File: config.mk
export PLATFORM = sky130hd
export DESIGN_NAME = keypad_scan
export DESIGN_NICKNAME = d
export VERILOG_FILES = /design/src/rtl/keypad_scan.sv
export SDC_FILE = /design/constraint.sdc
export NUM_CORES = 1
export LEC_CHECK = 0
export ABC_AREA = 1
export BUFFER_PORTS_ARGS = -buffer_cell sky130_fd_sc_hd__buf_2
export CORE_MARGIN = 2
export CORE_UTILIZATION = 45
export CTS_BUF_LIST = sky130_fd_sc_hd__clkbuf_16
export DETAILED_ROUTE_END_ITERATION = 16
export PLACE_DENSITY_LB_ADDON = 0.12
export RECOVER_POWER = 25
export SLEW_MARGIN = 20
export SYNTH_ARGS = -nofsm -noshare
export SYNTH_HDL_FRONTEND = slang
export SYNTH_SLANG_ARGS = --single-unit
File: constraint.sdc
create_clock -name CLK100MHZ -period 15 [get_ports CLK100MHZ]
set_input_delay 0 -clock CLK100MHZ [delete_from_list [all_inputs] [get_ports CLK100MHZ]]
set_output_delay 0 -clock CLK100MHZ [all_outputs]
set_load 0.02 [all_outputs]
File: src/rtl/keypad_scan.sv
// Scanner for a 4x4 hex matrix keypad: drives one column low at a time,
// samples the rows, debounces whole-keypad frames and emits hex key codes
// plus an eight-digit shift register suitable for the seven-segment driver.
module keypad_scan #(
  parameter int unsigned SCAN_DIV = 25000,
  parameter int unsigned DEBOUNCE = 4
) (
  input  logic        CLK100MHZ,
  input  logic        resetn,
  input  logic [3:0]  ROW,
  output logic [3:0]  COL,
  input  logic        clear,
  output logic [3:0]  key_code,
  output logic        key_valid,
  output logic [31:0] entry
);

  localparam int unsigned SlotW = (SCAN_DIV > 1) ? $clog2(SCAN_DIV) : 1;
  localparam int unsigned CntW  = $clog2(DEBOUNCE + 1);

  localparam logic [SlotW-1:0] SlotLast = SlotW'(SCAN_DIV - 1);
  localparam logic [CntW-1:0]  CntDone  = CntW'(DEBOUNCE);
  localparam logic [CntW-1:0]  CntOne   = CntW'(1);

  typedef enum logic [1:0] {
    StIdle,
    StPress,
    StHeld,
    StRelease
  } state_e;

  // Synchronizer, scan and snapshot state
  logic [3:0]       row_meta_q, row_sync_q;
  logic [SlotW-1:0] slot_q, slot_d;
  logic [1:0]       col_q, col_d;
  logic [3:0]       col_drv_q, col_drv_d;
  logic [15:0]      snap_q, snap_d;

  // Debounce state
  state_e          state_q, state_d;
  logic [CntW-1:0] cnt_q, cnt_d;
  logic [CntW-1:0] cnt_inc;
  logic [3:0]      cand_q, cand_d;

  // Output registers
  logic [3:0]  key_code_q, key_code_d;
  logic        key_valid_q, key_valid_d;
  logic [31:0] entry_q, entry_d;

  // Frame classification
  logic        slot_last;
  logic        frame_end;
  logic [15:0] frame_snap;
  logic [4:0]  hit_cnt;
  logic [3:0]  hit_idx;
  logic [3:0]  hit_key;
  logic        cls_none;
  logic        cls_one;
  logic        accept;

  assign slot_last = (slot_q == SlotLast);
  assign frame_end = slot_last && (col_q == 2'd3);

  // Two-flop synchronizer for the asynchronous row lines (idle high)
  always_ff @(posedge CLK100MHZ or negedge resetn) begin
    if (!resetn) begin
      row_meta_q <= 4'b1111;
      row_sync_q <= 4'b1111;
    end else begin
      row_meta_q <= ROW;
      row_sync_q <= row_meta_q;
    end
  end

  // Slot counter, column index and registered active-low column drive
  always_comb begin
    slot_d    = slot_last ? '0 : slot_q + SlotW'(1);
    col_d     = slot_last ? col_q + 2'd1 : col_q;
    col_drv_d = ~(4'b0001 << col_q);
  end

  // Snapshot: column sample on each slot's last cycle, cleared as a frame ends
  always_comb begin
    snap_d = snap_q;
    if (frame_end) begin
      snap_d = '0;
    end else if (slot_last) begin
      snap_d[{col_q, 2'b00} +: 4] = ~row_sync_q;
    end
  end

  // Full frame as seen on the frame-end cycle: column 3 comes straight from the synchronizer
  always_comb begin
    frame_snap        = snap_q;
    frame_snap[15:12] = ~row_sync_q;
  end

  // Count set bits and remember the index of the (last) one found
  always_comb begin
    hit_cnt = '0;
    hit_idx = '0;
    for (int i = 0; i < 16; i++) begin
      if (frame_snap[i]) begin
        hit_cnt = hit_cnt + 5'd1;
        hit_idx = 4'(i);
      end
    end
  end

  // Snapshot index is 4*col+row; key code is 4*row+col, so swap the halves
  assign hit_key  = {hit_idx[1:0], hit_idx[3:2]};
  assign cls_none = (hit_cnt == 5'd0);
  assign cls_one  = (hit_cnt == 5'd1);
  assign cnt_inc  = cnt_q + CntOne;

  // Scan state registers
  always_ff @(posedge CLK100MHZ or negedge resetn) begin
    if (!resetn) begin
      slot_q    <= '0;
      col_q     <= 2'd0;
      col_drv_q <= 4'b1110;
      snap_q    <= '0;
    end else begin
      slot_q    <= slot_d;
      col_q     <= col_d;
      col_drv_q <= col_drv_d;
      snap_q    <= snap_d;
    end
  end

  // Debounce FSM: only frame ends move it
  always_comb begin
    state_d = state_q;
    cnt_d   = cnt_q;
    cand_d  = cand_q;
    accept  = 1'b0;
    if (frame_end) begin
      unique case (state_q)
        StIdle: begin
          if (cls_one) begin
            cand_d = hit_key;
            if (DEBOUNCE == 1) begin
              accept  = 1'b1;
              state_d = StHeld;
              cnt_d   = '0;
            end else begin
              state_d = StPress;
              cnt_d   = CntOne;
            end
          end
        end
        StPress: begin
          if (cls_one && (hit_key == cand_q)) begin
            if (cnt_inc == CntDone) begin
              accept  = 1'b1;
              state_d = StHeld;
              cnt_d   = '0;
            end else begin
              cnt_d = cnt_inc;
            end
          end else if (cls_one) begin
            // A different single key restarts the debounce with the new candidate
            cand_d = hit_key;
            cnt_d  = CntOne;
          end else begin
            state_d = StIdle;
            cnt_d   = '0;
          end
        end
        StHeld: begin
          if (cls_none) begin
            if (DEBOUNCE == 1) begin
              state_d = StIdle;
              cnt_d   = '0;
            end else begin
              state_d = StRelease;
              cnt_d   = CntOne;
            end
          end
        end
        StRelease: begin
          if (cls_none) begin
            if (cnt_inc == CntDone) begin
              state_d = StIdle;
              cnt_d   = '0;
            end else begin
              cnt_d = cnt_inc;
            end
          end else begin
            state_d = StHeld;
            cnt_d   = '0;
          end
        end
        default: begin
          state_d = StIdle;
          cnt_d   = '0;
        end
      endcase
    end
  end

  // Debounce state registers
  always_ff @(posedge CLK100MHZ or negedge resetn) begin
    if (!resetn) begin
      state_q <= StIdle;
      cnt_q   <= '0;
      cand_q  <= '0;
    end else begin
      state_q <= state_d;
      cnt_q   <= cnt_d;
      cand_q  <= cand_d;
    end
  end

  // Output next state: clear beats a simultaneous accept for entry only
  always_comb begin
    key_code_d  = accept ? hit_key : key_code_q;
    key_valid_d = accept;
    entry_d     = entry_q;
    if (clear) begin
      entry_d = '0;
    end else if (accept) begin
      entry_d = {entry_q[27:0], hit_key};
    end
  end

  // Output registers
  always_ff @(posedge CLK100MHZ or negedge resetn) begin
    if (!resetn) begin
      key_code_q  <= '0;
      key_valid_q <= 1'b0;
      entry_q     <= '0;
    end else begin
      key_code_q  <= key_code_d;
      key_valid_q <= key_valid_d;
      entry_q     <= entry_d;
    end
  end

  assign COL       = col_drv_q;
  assign key_code  = key_code_q;
  assign key_valid = key_valid_q;
  assign entry     = entry_q;

endmodule

# Yosys cells after proc, flatten, opt, wreduce, memory -nomap -nowiden
# Cells that the tools add are included.
# W data, S select, Z words.
dict set report totals {
  reg_bits 91
  input_bits 7
  elab_cells 119
}
dict set report op_classes {
  addsub 19
  n_eq_ne 14
  n_shift 3
  muxes 59
  bitwise 2
  n_reduce_logical 10
}
# operator count
set op_table {}
lappend op_table {{$add A5 B1 Y5 const B} 14}
lappend op_table {{$mux W5} 14}
lappend op_table {{$mux W32} 2}
lappend op_table {{$mux W4} 15}
lappend op_table {{$mux W16} 2}
lappend op_table {{$mux W2} 9}
lappend op_table {{$bwmux W16} 1}
lappend op_table {{$shift A4 B6 Y16 const A} 1}
lappend op_table {{$shiftx A4 B6 Y16} 1}
lappend op_table {{$add A15 B1 Y15 const B} 1}
lappend op_table {{$eq A15 B15 Y1 const B} 1}
lappend op_table {{$mux W15} 1}
lappend op_table {{$mux W3} 5}
lappend op_table {{$pmux W3 S4} 1}
lappend op_table {{$ne A3 B3 Y1 const B} 3}
lappend op_table {{$not A4 Y4} 2}
lappend op_table {{$pmux W2 S4} 1}
lappend op_table {{$pmux W4 S2} 1}
lappend op_table {{$mux W1} 7}
lappend op_table {{$eq A2 B2 Y1 const B} 3}
lappend op_table {{$ne A2 B2 Y1 const B} 3}
lappend op_table {{$neg A4 Y6} 1}
lappend op_table {{$reduce_and A3 Y1} 2}
lappend op_table {{$reduce_and A6 Y1} 1}
lappend op_table {{other kinds (12)} 15}

# Logic depth before layout (Yosys ltp)
dict set report depth {
  ltp_word 38
  depth_mapped 61
}

# Worst setup path before layout
# Ideal clock, no wire load.
dict set report synth_path {
  kind {flip-flop to flip-flop}
  start {register snap_q[0]}
  end {register entry_q[24], in the netlist entry[24]}
  setup_ns 0.118
  arrival_ns 8.381
  required_time_ns 14.882
  slack_ns 6.501
  stages_incl_launch_ff 59
  n_path_buf 2
  synth_period_minus_slack_ns 8.499
  path_cell_list {dfrtp_1 > inv_1 > ha_1 > inv_1 > nand2_1 > nand2_1 > inv_1 > ha_1 > nand2_1 > nand2_1 > ha_1 > or2_1 > nand2_1 > inv_1 > ha_1 > nand2_1 > nand2_1 > ha_1 > (+23 left out) > or2_2 > nand2_1 > inv_1 > ha_1 > or2_2 > nand2_1 > inv_1 > ha_1 > nand2_1 > o21ai_0 > nor2_1 > nand3_2 > nor2_4 > nand3_4 > buf_6 > buf_6 > nand3_2 > nand2_1}
}
dict set report synth_via {
  elab_chain_len 37
}
# item line
set synth_rtl {}
lappend synth_rtl {{start: declaration} 37} ;# logic [15:0] snap_q, snap_d;
lappend synth_rtl {{start signal: assignment} 127} ;# snap_q <= snap_d;
lappend synth_rtl {{$mux W1 (*)} 103} ;# if (frame_snap[i]) begin
lappend synth_rtl {{$add A1 B1 Y2} 104} ;# hit_cnt = hit_cnt + 5'd1;
lappend synth_rtl {{$mux W2 (*)} 103}
lappend synth_rtl {{$add A5 B1 Y5} 104}
lappend synth_rtl {{$mux W5 (*)} 103}
lappend synth_rtl {{$add A5 B1 Y5} 104}
lappend synth_rtl {{$mux W5 (*)} 103}
lappend synth_rtl {{$add A5 B1 Y5} 104}
lappend synth_rtl {{(+21 left out)} -}
lappend synth_rtl {{$add A5 B1 Y5} 104}
lappend synth_rtl {{$mux W5 (*)} 103}
lappend synth_rtl {{$eq A5 B1 Y1 (*)} 113} ;# assign cls_one = (hit_cnt == 5'd1);
lappend synth_rtl {{$logic_and A1 B1 Y1 (*)} 153} ;# if (cls_one && (hit_key == cand_q)) begin
lappend synth_rtl {{$mux W1 (*)} 153}
lappend synth_rtl {{$mux W1 (*)} 138} ;# unique case (state_q)
lappend synth_rtl {{$mux W1 (*)} 137} ;# if (frame_end) begin
lappend synth_rtl {{$reduce_bool A2 Y1 (no line) (*)} -}
lappend synth_rtl {{end signal: assignment} 236} ;# entry_q <= entry_d;
lappend synth_rtl {{end: declaration} 48} ;# logic [31:0] entry_q, entry_d;
# Every way passes the cells marked *; elsewhere a longest branch is shown, timed or not.
# A chain may end at the register's enable or synchronous reset.

# Worst setup path in the final report
dict set report layout_path {
  start {register snap_q[0]}
  end {register entry_q[2], in the netlist entry[2]}
}
# The elaborated chain is that of the path after synthesis.

==> impl_metrics.csv <==
group,metric,value,unit
logic_synthesis,mappedNetlistNets,843,
power,p_seq_frac,0.478,
logic_synthesis,post_synthesis_cell_area,5725,um2
logic_synthesis,synth_seq_area_share,0.3826,
placed_design,globalplace.congestion,0.8764,
sta,setup_repair_after_global_routing_missed_its_margin,"false",
cts,htree_levels,3,
critical_path,path_max_fanout,50,
logic_synthesis,number_of_warnings_printed_during_yosys_synthesis,0,
routing,route.detailed.wl_per_inst,11.60,um
min_path,hp-class,"input pin to flip-flop",
grt,global_route.usage.total,0.1882,
die,fp.dieArea,13640,um2
power,p_switching,110.5,uW
critical_path,worst_setup_path_end_kind,"flip-flop",
power,netSwitchingFraction,0.2208,
power,static-leakage-power,3.629,nW
power,vdd.ir_drop.worst,0.00004839,V
critical_path,critPathMostFrequentCell,"sky130_fd_sc_hd__nand2_1",
placed_design,port_buffers,47,
power,p_int,390.1,uW
cts,clk_pin_slew_worst_paths,0.06,ns
power,power-per-cell-area,77.98,nW/um2
cts,worst_skew_pair.late_latency,0.33,ns
logic_synthesis,postSynth.asyncResetShare,1.000,
critical_path,reg2reg_to,"entry[2]$_DFFE_PN0P_",
run,cap_viol_max_count,0,
critical_path,reg2reg_from,"snap_q[0]$_DFFE_PN0P_",
sta,finClkSkew,0.009318,ns
critical_path,critPathSlowestCell,"sky130_fd_sc_hd__nand2_2",
cts,clk_path_buf_depth,2,
grt,first_global_vias,4784,
sta,report.final.hold_viol_count,0,
logic_synthesis,number_of_enable_type_register_cells_in_the_synthesized_netlist,0,
critical_path,cp_num_buf_inv,8,
sta,tightestPinTransition,0.9195,ns
routing,detail-route-antenna-nets,0,
die,die-width,116.8,um
cts,cts_inserted_buffers,9,
sta,timing.slew.headroom,0.3861,
power,clock_power_share,0.467,
final_layout,drive_gt1_frac,0.1118,
logic_synthesis,synth.lib_cells_used.distinct,37,
routing,total_vias_in_the_final_route,5130,
final_layout,area.growth.synth_to_final,12.13,%
critical_path,path_class,"flip-flop to flip-flop",
sta,tns,0,ns
cts,clock_sink_count,87,
grt,antenna_violations_before_repair,0,
power,comb_power_share,0.055,
critical_path,ff2ff_path_depth,57,
cts,tritoncts,"built",
cts,cts_resized,0,
routing,routed_via_density,4.933,
logic_synthesis,synth.avg_cell_area,7.051,um2
critical_path,critPathRequiredTime,15.24,ns
die,floorplan.die.height,116.8,um
min_path,min_from,"clear",
placed_design,dp_hpwl,8.959,mm
power,fin_total_pwr,500.6,uW
critical_path,worst_setup_path_start_kind,"flip-flop",
min_path,worst_hold_path.num_cells,4,
sta,slew_viol_final,0,
logic_synthesis,number_of_standard_cells_after_synthesis,812,
critical_path,cp_top_family,"simple AND/OR/NAND/NOR gates",
critical_path,reg2reg_setup_slack,5.17,ns
logic_synthesis,synth_seq_cells,87,
die,design.core.area,12520,um2
final_layout,design.final.nets,894,
critical_path,timing.critical_path.arrival,10.07,ns
die,initial_util,0.4574,
sta,max_clock_freq,0.1017,GHz
grt,grt_pass1_wl,20.87,mm
critical_path,crit_path_max_incr_delay,0.55,ns
grt,grt_start_max_net_pins,79,
run_status,status,"completed",
sta,final_min_period_over_clock_period,0.6553,
logic_synthesis,commonest_register_cell_after_synthesis,"sky130_fd_sc_hd__dfrtp_1",
sta,setup_viol,0,
cts,cts.root.buffer_cell,"sky130_fd_sc_hd__clkbuf_16",
die,top_level_ports,48,
final_layout,antennaDiodeCount,0,
routing,detail_route.first_pass.iterations,4,
grt,globalRoute.totalOverflow,0,
sta,timing.final.crit_period,9.829,ns
die,fp-row-count,41,
routing,drt_drc_violations_left,0,
routing,drtIter0Drc,286,
routing,wl,12.07,mm
min_path,timing.hold.worst_endpoint,"entry[5]$_DFFE_PN0P_",
layout make-up:
cell class / instances / area, um2
clock inverter: 7 / 87.58
timing repair buffer: 53 / 251.5
sequential: 87 / 2191
multi-input combinational: 567 / 2905
clock buffer: 9 / 225.2
inverter: 145 / 544.3
fill: 1276 / 6097
tap: 172 / 215.2
placed cells by master (no fill, tap or decap), types with 19 or more instances in the layout:
cell	count
sky130_fd_sc_hd__nand2_1	230
sky130_fd_sc_hd__nand3_2	19
sky130_fd_sc_hd__nand2_2	23
sky130_fd_sc_hd__nor2_1	62
sky130_fd_sc_hd__nand3_1	96
sky130_fd_sc_hd__clkbuf_1	36
sky130_fd_sc_hd__dfrtp_1	76
sky130_fd_sc_hd__ha_1	24
sky130_fd_sc_hd__o21ai_0	26
sky130_fd_sc_hd__inv_1	141
per-stage QoR:
stage          cells  hold WS [ns]  worst slack, ns  cell area, um2  utilization
3_5_place_dp    1019       -0.1726            5.186            6101       0.4874
4_1_cts         1040      0.008512            5.140            6464       0.5164
6_report        1040       0.05816            5.171            6420       0.5129
5_1_grt         1040       0.07895            4.163            6420       0.5129
2_1_floorplan    812       -0.2956            6.501            5725            -
3_3_place_gp    1019       -0.1773            5.500            6101       0.4874
worst max path at each step:
| stage | start | end | cells past startpoint |
|---|---|---|---|
| after floorplan | snap_q[0]$_DFFE_PN0P_ | entry[24]$_DFFE_PN0P_ | 58 |
| after CTS | snap_q[0]$_DFFE_PN0P_ | entry[2]$_DFFE_PN0P_ | 57 |
| after global routing | snap_q[0]$_DFFE_PN0P_ | entry[2]$_DFFE_PN0P_ | 57 |
| final | snap_q[0]$_DFFE_PN0P_ | entry[2]$_DFFE_PN0P_ | 57 |
| after global placement | snap_q[0]$_DFFE_PN0P_ | entry[2]$_DFFE_PN0P_ | 57 |
| after detailed placement | snap_q[0]$_DFFE_PN0P_ | entry[3]$_DFFE_PN0P_ | 57 |
cell families (layout without fill, tap and decap cells):
group	Yosys count	in the layout	synth area share
buffers and inverters	158	214	0.1099
adder cells (fa/ha/maj)	24	24	0.05245
XOR/XNOR	6	6	0.009178
AO/OA/AOI/OAI	69	69	0.06512
flip-flops	87	87	0.3826
AND/OR/NAND/NOR	468	468	0.3807
repair_timing:
item                       in CTS  in global routing
hold buffers                    5                  0
buffers inserted                0                  0
hold endpoints to repair       13                  0
setup endpoints to repair       0                  0
Yosys cell counts, types with 11 or more instances:
cell type,count,area share
sky130_fd_sc_hd__o21ai_0,26,0.023
sky130_fd_sc_hd__nor2_1,62,0.041
sky130_fd_sc_hd__inv_1,140,0.092
sky130_fd_sc_hd__a21oi_1,17,0.015
sky130_fd_sc_hd__nand3_2,19,0.033
sky130_fd_sc_hd__dfrtp_1,76,0.33
sky130_fd_sc_hd__nand2_2,23,0.025
sky130_fd_sc_hd__o21ai_1,14,0.012
sky130_fd_sc_hd__ha_1,24,0.052
sky130_fd_sc_hd__nand2_1,230,0.15
sky130_fd_sc_hd__nand3_1,96,0.084
sky130_fd_sc_hd__dfstp_2,11,0.050
power groups by stage:
stage / combinational, mW / sequential, mW / clock [mW]
floorplan: 0.0165 / 0.244 / 0
global route: 0.0318 / 0.239 / 0.248
finish: 0.0275 / 0.239 / 0.234
global placement: 0.0264 / 0.243 / 0
CTS: 0.0282 / 0.239 / 0.240
detailed placement: 0.0271 / 0.243 / 0
worst min-delay path, stage by stage:
cell and delay, ns:
sky130_fd_sc_hd__buf_2 0.14, sky130_fd_sc_hd__nor2_1 0.10, sky130_fd_sc_hd__o21ai_1 0.07, sky130_fd_sc_hd__inv_1 0.04
flip-flops by register name, indices dropped and copies added, names as in the netlist:
name,flops
key_valid,1
state_q,2
entry,32
COL,4
snap_q,12
col_q,2
slot_q,15
cand_q,4
row_meta_q,4
cnt_q,3
row_sync_q,4
key_code,4
layer usage:
layer / vias to the layer above / GRT usage / routed length [um] / part of all wire
li1: 2666 / - / - / -
met1: 2375 / 0.2423 / 5787 / 0.48
met2: 77 / 0.3252 / 5888 / 0.49
met3: 12 / 0.03399 / 270 / 0.022
met4: 0 / 0.05490 / 121 / 0.010
met5: - / 0 / 0 / 0
Power figures use the tool's default switching activity.
